===== src/rtl/dircc_receive_handler_pkg.sv =====
// Shared types for the DiRCC receive path: packet, tick message,
// device state and the receive FSM encoding.
package dircc_receive_handler_pkg;

  localparam int COUNT_W = 8;
  localparam int ID_W    = 16;
  localparam int USER_W  = 32;

  typedef logic [COUNT_W-1:0] count_t;

  typedef struct packed {
    logic            isDesignatedPacket;
    logic [ID_W-1:0] id;
  } tick_msg_t;

  typedef struct packed {
    logic   isDesignatedSender;
    count_t count;
  } dev_state_t;

  localparam int TICK_W = $bits(tick_msg_t);
  localparam int DEV_W  = $bits(dev_state_t);

  typedef struct packed {
    logic [15:0] dst;
    logic [15:0] src;
    logic [31:0] payload;
  } packet_data_t;

  typedef struct packed {
    logic [7:0]        dircc_state;
    logic [7:0]        dircc_state_extra;
    logic [USER_W-1:0] user_state;
  } device_state_t;

  typedef enum logic [1:0] {
    RX_IDLE,
    RX_READ_REQ,
    RX_READ_WAIT,
    RX_WRITE
  } dircc_rx_state_t;

  // Ids wider than the counter are truncated, narrower ones zero-extended.
  function automatic count_t id_to_count(logic [ID_W-1:0] id);
    return count_t'(id);
  endfunction

endpackage


===== src/rtl/dircc_receive_handler_if.sv =====
// Ingress packet handshake plus device-state read/write bus
// shared between the receive handler and its neighbours.
interface dircc_receive_handler_if #(
  parameter int unsigned ADDRESS_MEM_WIDTH = 32
);
  import dircc_receive_handler_pkg::*;

  packet_data_t                 packet_in;
  logic                         packet_in_valid;
  logic                         packet_in_ready;
  logic [ADDRESS_MEM_WIDTH-1:0] read_addr;
  logic                         read_req;
  device_state_t                read_state;
  logic                         read_state_valid;
  logic [ADDRESS_MEM_WIDTH-1:0] write_addr;
  device_state_t                write_state;
  logic                         write_state_valid;

  modport master (
    output packet_in, packet_in_valid,
    output read_state, read_state_valid,
    input  packet_in_ready, read_addr, read_req,
    input  write_addr, write_state, write_state_valid
  );

  modport slave (
    input  packet_in, packet_in_valid,
    input  read_state, read_state_valid,
    output packet_in_ready, read_addr, read_req,
    output write_addr, write_state, write_state_valid
  );

endinterface


===== src/rtl/dircc_sat_counter.sv =====
// 16-bit event counter that sticks at all-ones instead of wrapping.
module dircc_sat_counter (
  input  logic        clk,
  input  logic        rst,
  input  logic        clr_i,
  input  logic        inc_i,
  output logic [15:0] cnt_o
);

  logic [15:0] cnt_q;

  always_ff @(posedge clk or posedge rst) begin
    if (rst) begin
      cnt_q <= '0;
    end else if (clr_i) begin
      cnt_q <= '0;
    end else if (inc_i && cnt_q != 16'hFFFF) begin
      cnt_q <= cnt_q + 16'd1;
    end
  end

  assign cnt_o = cnt_q;

endmodule


===== src/rtl/dircc_receive_handler.sv =====
// Receive handler: accept a tick packet, read-modify-write the owning
// device's counter state, and keep drop/sequence/timeout statistics.
module dircc_receive_handler #(
  parameter int unsigned ADDRESS_MEM_WIDTH = 32,
  parameter              NODE_TYPE         = "default",
  parameter int          DEVICE_ID         = 0,
  parameter int unsigned READ_TIMEOUT      = 255
) (
  input  logic                         clk,
  input  logic                         reset,
  input  logic [ADDRESS_MEM_WIDTH-1:0] address,
  dircc_receive_handler_if.slave       rx,
  output logic [15:0]                  drop_count,
  output logic [15:0]                  seq_error_count,
  output logic [15:0]                  timeout_count
);
  import dircc_receive_handler_pkg::*;

  if (READ_TIMEOUT < 1 || READ_TIMEOUT > 65535 ||
      DEVICE_ID < 0 || $bits(NODE_TYPE) == 0) begin : g_bad_cfg
    $error("dircc_receive_handler: bad parameter set");
  end

  localparam logic [15:0] TMO = 16'(READ_TIMEOUT);

  dircc_rx_state_t              state_q;
  tick_msg_t                    msg_q;
  logic [ADDRESS_MEM_WIDTH-1:0] addr_q;
  logic [ADDRESS_MEM_WIDTH-1:0] waddr_q;
  device_state_t                wstate_q;
  logic                         rdy_q;
  logic                         rreq_q;
  logic                         wvalid_q;
  logic [15:0]                  wait_q;

  tick_msg_t  msg_in;
  logic       accept;
  logic       take;
  logic       rd_ok;
  logic       last_wait;
  logic       in_seq;
  dev_state_t dev_old;
  dev_state_t dev_new;
  logic       drop_inc;
  logic       seq_inc;
  logic       tmo_inc;
  logic       unused;

  assign msg_in = tick_msg_t'(rx.packet_in.payload[TICK_W-1:0]);
  assign accept = rx.packet_in_valid & rdy_q;
  assign take   = accept & msg_in.isDesignatedPacket;

  assign rd_ok     = (state_q == RX_READ_WAIT) & rx.read_state_valid;
  assign last_wait = (wait_q == TMO - 16'd1);

  always_comb begin
    dev_old = dev_state_t'(rx.read_state.user_state[DEV_W-1:0]);
    in_seq  = (id_to_count(msg_q.id) == dev_old.count);
    dev_new = dev_old;
    // Out-of-sequence ids resynchronise the counter to the sender's view.
    if (in_seq) begin
      dev_new.count = dev_old.count + count_t'(1);
    end else begin
      dev_new.count = id_to_count(msg_q.id) + count_t'(1);
    end
  end

  assign drop_inc = accept & ~msg_in.isDesignatedPacket;
  assign seq_inc  = rd_ok & ~in_seq;
  assign tmo_inc  = (state_q == RX_READ_WAIT) &
                    ~rx.read_state_valid & last_wait;

  always_ff @(posedge clk or posedge reset) begin
    if (reset) begin
      state_q  <= RX_IDLE;
      msg_q    <= '0;
      addr_q   <= '0;
      waddr_q  <= '0;
      wstate_q <= '0;
      rdy_q    <= 1'b0;
      rreq_q   <= 1'b0;
      wvalid_q <= 1'b0;
      wait_q   <= '0;
    end else begin
      rreq_q   <= 1'b0;
      wvalid_q <= 1'b0;
      unique case (state_q)
        RX_IDLE: begin
          rdy_q <= ~take;
          if (take) begin
            msg_q   <= msg_in;
            addr_q  <= address;
            rreq_q  <= 1'b1;
            state_q <= RX_READ_REQ;
          end
        end
        RX_READ_REQ: begin
          wait_q  <= '0;
          state_q <= RX_READ_WAIT;
        end
        RX_READ_WAIT: begin
          // A valid on the final wait cycle still beats the timeout.
          if (rx.read_state_valid) begin
            wstate_q <= '{
              dircc_state:       rx.read_state.dircc_state,
              dircc_state_extra: rx.read_state.dircc_state_extra,
              user_state:        USER_W'(dev_new)
            };
            waddr_q  <= addr_q;
            wvalid_q <= 1'b1;
            state_q  <= RX_WRITE;
          end else if (last_wait) begin
            rdy_q   <= 1'b1;
            state_q <= RX_IDLE;
          end else begin
            wait_q <= wait_q + 16'd1;
          end
        end
        RX_WRITE: begin
          rdy_q   <= 1'b1;
          state_q <= RX_IDLE;
        end
        default: begin
          rdy_q   <= 1'b0;
          state_q <= RX_IDLE;
        end
      endcase
    end
  end

  assign rx.packet_in_ready   = rdy_q;
  assign rx.read_addr         = addr_q;
  assign rx.read_req          = rreq_q;
  assign rx.write_addr        = waddr_q;
  assign rx.write_state       = wstate_q;
  assign rx.write_state_valid = wvalid_q;

  dircc_sat_counter u_drop (
    .clk   (clk),
    .rst   (reset),
    .clr_i (1'b0),
    .inc_i (drop_inc),
    .cnt_o (drop_count)
  );

  dircc_sat_counter u_seq (
    .clk   (clk),
    .rst   (reset),
    .clr_i (1'b0),
    .inc_i (seq_inc),
    .cnt_o (seq_error_count)
  );

  dircc_sat_counter u_tmo (
    .clk   (clk),
    .rst   (reset),
    .clr_i (1'b0),
    .inc_i (tmo_inc),
    .cnt_o (timeout_count)
  );

  assign unused = ^{rx.packet_in.dst, rx.packet_in.src,
                    rx.packet_in.payload[31:TICK_W],
                    rx.read_state.user_state[USER_W-1:DEV_W]};

endmodule


===== src/flat_wrapper.sv =====
// flat-port wrapper written by rule: the top's interface ports become plain ports
module dircc_receive_handler_flat import dircc_receive_handler_pkg::*;
#(
  parameter int unsigned ADDRESS_MEM_WIDTH = 32,
  parameter              NODE_TYPE         = "       ",
  parameter int          DEVICE_ID         = 0,
  parameter int unsigned READ_TIMEOUT      = 255
)
  (clk, reset, address, drop_count, seq_error_count, timeout_count, rx_packet_in, rx_packet_in_valid, rx_read_state, rx_read_state_valid, rx_packet_in_ready, rx_read_addr, rx_read_req, rx_write_addr, rx_write_state, rx_write_state_valid);
  dircc_receive_handler_if #(.ADDRESS_MEM_WIDTH(ADDRESS_MEM_WIDTH)) rx_i ();
  input  logic clk;
  input  logic reset;
  input  logic [ADDRESS_MEM_WIDTH-1:0] address;
  output logic [15:0] drop_count;
  output logic [15:0] seq_error_count;
  output logic [15:0] timeout_count;
  input wire logic [$bits(rx_i.packet_in)-1:0] rx_packet_in;
  input wire logic [$bits(rx_i.packet_in_valid)-1:0] rx_packet_in_valid;
  input wire logic [$bits(rx_i.read_state)-1:0] rx_read_state;
  input wire logic [$bits(rx_i.read_state_valid)-1:0] rx_read_state_valid;
  output wire logic [$bits(rx_i.packet_in_ready)-1:0] rx_packet_in_ready;
  output wire logic [$bits(rx_i.read_addr)-1:0] rx_read_addr;
  output wire logic [$bits(rx_i.read_req)-1:0] rx_read_req;
  output wire logic [$bits(rx_i.write_addr)-1:0] rx_write_addr;
  output wire logic [$bits(rx_i.write_state)-1:0] rx_write_state;
  output wire logic [$bits(rx_i.write_state_valid)-1:0] rx_write_state_valid;
  assign rx_i.packet_in = rx_packet_in;
  assign rx_i.packet_in_valid = rx_packet_in_valid;
  assign rx_i.read_state = rx_read_state;
  assign rx_i.read_state_valid = rx_read_state_valid;
  assign rx_packet_in_ready = rx_i.packet_in_ready;
  assign rx_read_addr = rx_i.read_addr;
  assign rx_read_req = rx_i.read_req;
  assign rx_write_addr = rx_i.write_addr;
  assign rx_write_state = rx_i.write_state;
  assign rx_write_state_valid = rx_i.write_state_valid;
  dircc_receive_handler #(.ADDRESS_MEM_WIDTH(ADDRESS_MEM_WIDTH), .NODE_TYPE(NODE_TYPE), .DEVICE_ID(DEVICE_ID), .READ_TIMEOUT(READ_TIMEOUT)) u_core (.clk(clk), .reset(reset), .address(address), .rx(rx_i), .drop_count(drop_count), .seq_error_count(seq_error_count), .timeout_count(timeout_count));
endmodule

===== config.mk =====
export PLATFORM = sky130hd
export DESIGN_NAME = dircc_receive_handler_flat
export DESIGN_NICKNAME = d
export VERILOG_FILES = /design/src/rtl/dircc_receive_handler_pkg.sv /design/src/rtl/dircc_receive_handler_if.sv /design/src/rtl/dircc_sat_counter.sv /design/src/rtl/dircc_receive_handler.sv /design/src/flat_wrapper.sv
export SDC_FILE = /design/constraint.sdc
export NUM_CORES = 1
export LEC_CHECK = 0
export BUFFER_PORTS_ARGS = -buffer_cell sky130_fd_sc_hd__buf_2
export CORE_MARGIN = 2
export CORE_UTILIZATION = 52
export CTS_BUF_LIST = sky130_fd_sc_hd__clkbuf_16
export DETAILED_ROUTE_END_ITERATION = 6
export PLACE_DENSITY = 0.83
export SYNTH_ARGS = -nofsm -noshare
export SYNTH_HDL_FRONTEND = slang
export SYNTH_SLANG_ARGS = --single-unit

===== constraint.sdc =====
create_clock -name clk -period 8.1 [get_ports clk]
set_clock_uncertainty 0.15 [all_clocks]
set_input_delay 0.81 -clock clk [delete_from_list [all_inputs] [get_ports clk]]
set_output_delay 0.81 -clock clk [all_outputs]
set_load 0.02 [all_outputs]

==> impl_metrics.tcl <==
set metrics [dict create \
    grt_antenna_before_repair 0 \
    start_util_pct 53.28 \
    path_class "register to register" \
    dr.first_iter.drc_count 401 \
    cp-start-kind "register" \
    dp_hpwl_mm 10.98 \
    final-hold-violation-count 0 \
    hp-class "register to register" \
    synth_cells 678 \
    p_total_mw 3.134 \
    fin_crit_sh_pct 37.39 \
    worstPathMaxFanout 54 \
    utilization_pct 65.77 \
    period_needed_ns 3.029 \
    synth_top_area_share_pct 56.17 \
    slew_violations 0 \
    ys_async_sr_fraction_pct 100.0 \
    setup_tns_ns 0 \
    holdWs_ns 0.3313 \
    first_global_vias 5315 \
    htreeDepth 4 \
    detail-route-antenna-nets 0 \
    power_density_nw_per_um2 343.4 \
    synthTopCellsByArea "dfrtp_1, mux2_2, nand2_1" \
    clock-sinks 166 \
    maxSlewHeadroom_pct 31.51 \
    grt_pass1_wl_mm 25.66 \
    layout-drive-gt1-share_pct 33.59 \
    grt_util_all_layers_pct 21.80 \
    num_rows 43 \
    tightest_slew_ns 1.024 \
    place_congestion 0.8297 \
    nNetsFinal 1047 \
    synthToLayoutAreaGrowth_pct 23.43 \
    fillCellCount 1099 \
    regArea_um2 4154 \
    synth_area_per_cell_um2 10.91 \
    post-cts-setup-buffer-count 0 \
    multi_input_area_um2 3027 \
    post_drt_wl_per_cell_um 14.82 \
    cts_root_buf "clkbuf_16" \
    grt-ovfl-total 0 \
    detail_route.vias_per_cell 5.203 \
    max_clock_freq_mhz 330.1 \
    io_pins 311 \
    setup_violations 0 \
    irDropWorstVdd_mv 0.2122 \
    drv_cap 0 \
    port_buffers 209 \
    cts_tree "built" \
    synthFlopType "dfrtp_1" \
    clkLatencyLatePin_ns 0.42 \
    cts_max_path_buffers 2 \
    via_count 5614 \
    core_region_area_um2 13880 \
    cts_buffers 17 \
    critPathArrivalTime_ns 3.21 \
    worstSetupEndpointType "register" \
    ys_types 49 \
    cp.required_ns 8.28 \
    die_h_um 123.3 \
    clk_pin_slew_ns 0.06 \
    syn_area_um2 7396 \
    synth_edf_count 0 \
    p_leak_nw 4.839 \
    firstDrtPassIters 4 \
    synth_most_common_cell "dfrtp_1" \
    ctsHoldBuffers 0 \
    antenna_cells 0 \
    status "finished clean" \
    routed_wl_mm 16.00 \
    yosys-top-cells-count "dfrtp_1, nand2_1, mux2_2" \
    synth-seq-cells 166 \
    drc 0 \
    cts-resized-gates 0 \
    rsz0062_at_grt "no" \
    synth_top_cell_by_area "dfrtp_1" \
    die_w_um 123.3 \
    grt_max_degree 92 \
    die_area_um2 15190 \
    ys_warn_count 0 \
    ys_seq_area_share_pct 56.17 \
]
-- kinds of logic after synthesis --
| kind of cell | after synthesis | share of synthesized area [%] |
|---|---|---|
| simple gates | 290 | 18.64 |
| flops | 166 | 56.17 |
| xor+xnor | 63 | 7.461 |
| mux | 60 | 9.102 |
| buf+inv | 56 | 4.060 |
| compound gates | 32 | 2.825 |
| fa+ha+maj | 10 | 1.692 |
| other cells | 1 | 0.05070 |
-- worst max-delay path: stages, from the launching register on --
cell     delay [ns]
dfrtp_1        0.41
inv_1          0.12
ha_1           0.29
nand2_2        0.06
buf_4          0.34
inv_1          0.65
nand2_1        0.10
a311o_1        0.40
nor3b_1        0.24
xor2_1         0.17
-- per-stage QoR --
stage          instance area, µm²  instances  setup WS [ns]
6_report                     9129       1079          5.071
5_1_grt                      9129       1079          4.709
4_1_cts                      9129       1079          5.004
3_5_place_dp                 8539       1050          4.917
3_3_place_gp                 8539       1050          4.950
2_1_floorplan                7478        700          2.650
-- final cells by class --
class                           instances  share of cell area [%]
Clock buffer                           17                   4.660
Clock inverter                         12                   1.796
Sequential cell                       166                   45.50
Multi-Input combinational cell        478                   33.16
Inverter                               12                  0.5482
Tap cell                              180                   2.467
Timing Repair Buffer                  214                   11.87
-- report_power, final --
part / internal [mW] / switching (mW) / leakage, nW / total [mW]
Clock: 0.506 / 0.307 / 0.284 / 0.813
Combinational: 0.401 / 0.647 / 2.43 / 1.05
Sequential: 1.09 / 0.186 / 2.13 / 1.27
Total: 1.99 / 1.14 / 4.84 / 3.13
-- registers in the layout, summed over array words and instances, names as in the netlist --
name                         cells
u_core.u_seq.cnt_o              16
u_core.rx.read_addr             32
u_core.wait_q                   16
u_core.state_q                   2
u_core.msg_q                     8
u_core.rx.read_req               1
u_core.rx.packet_in_ready        1
u_core.u_tmo.cnt_o              16
u_core.rx.write_state_valid      1
u_core.u_drop.cnt_o             16
u_core.rx.write_state           25
u_core.rx.write_addr            32
-- worst paths after layout --
kind                                     startpoint                       end  slack, ns  cells after the start
max                               u_core.state_q[0]    u_core.u_seq.cnt_o[13]       5.07                      9
min                        u_core.rx.write_state[0]  u_core.rx.write_state[0]       0.33                      2
max reg2reg                       u_core.state_q[0]    u_core.u_seq.cnt_o[13]       5.07                      9
min reg2reg                u_core.rx.write_state[0]  u_core.rx.write_state[0]       0.33                      2
max in group asynchronous                     reset           u_core.msg_q[7]       5.98                      3
min in group asynchronous                     reset    u_core.rx.read_addr[8]       0.35                      2
-- per-layer routing --
layer	track usage (%)	part of all wire, %	vias to the layer above
li1	-	-	2687
met1	29.10	44	2705
met2	33.96	47	199
met3	6.319	7.4	23
met4	8.026	1.4	0
met5	0	0	-
-- cells in the final DEF, fill, tap and decap left out, types with 20 or more instances in the layout --
cell type,synthesis,final
buf_2,3,209
dfrtp_1,166,166
nand2_1,156,155
mux2_2,54,54
xor2_1,36,36
xnor2_1,27,27
nand3_1,26,26
conb_1,1,23
nor2_1,20,20
(Power assumes the default switching activity.)
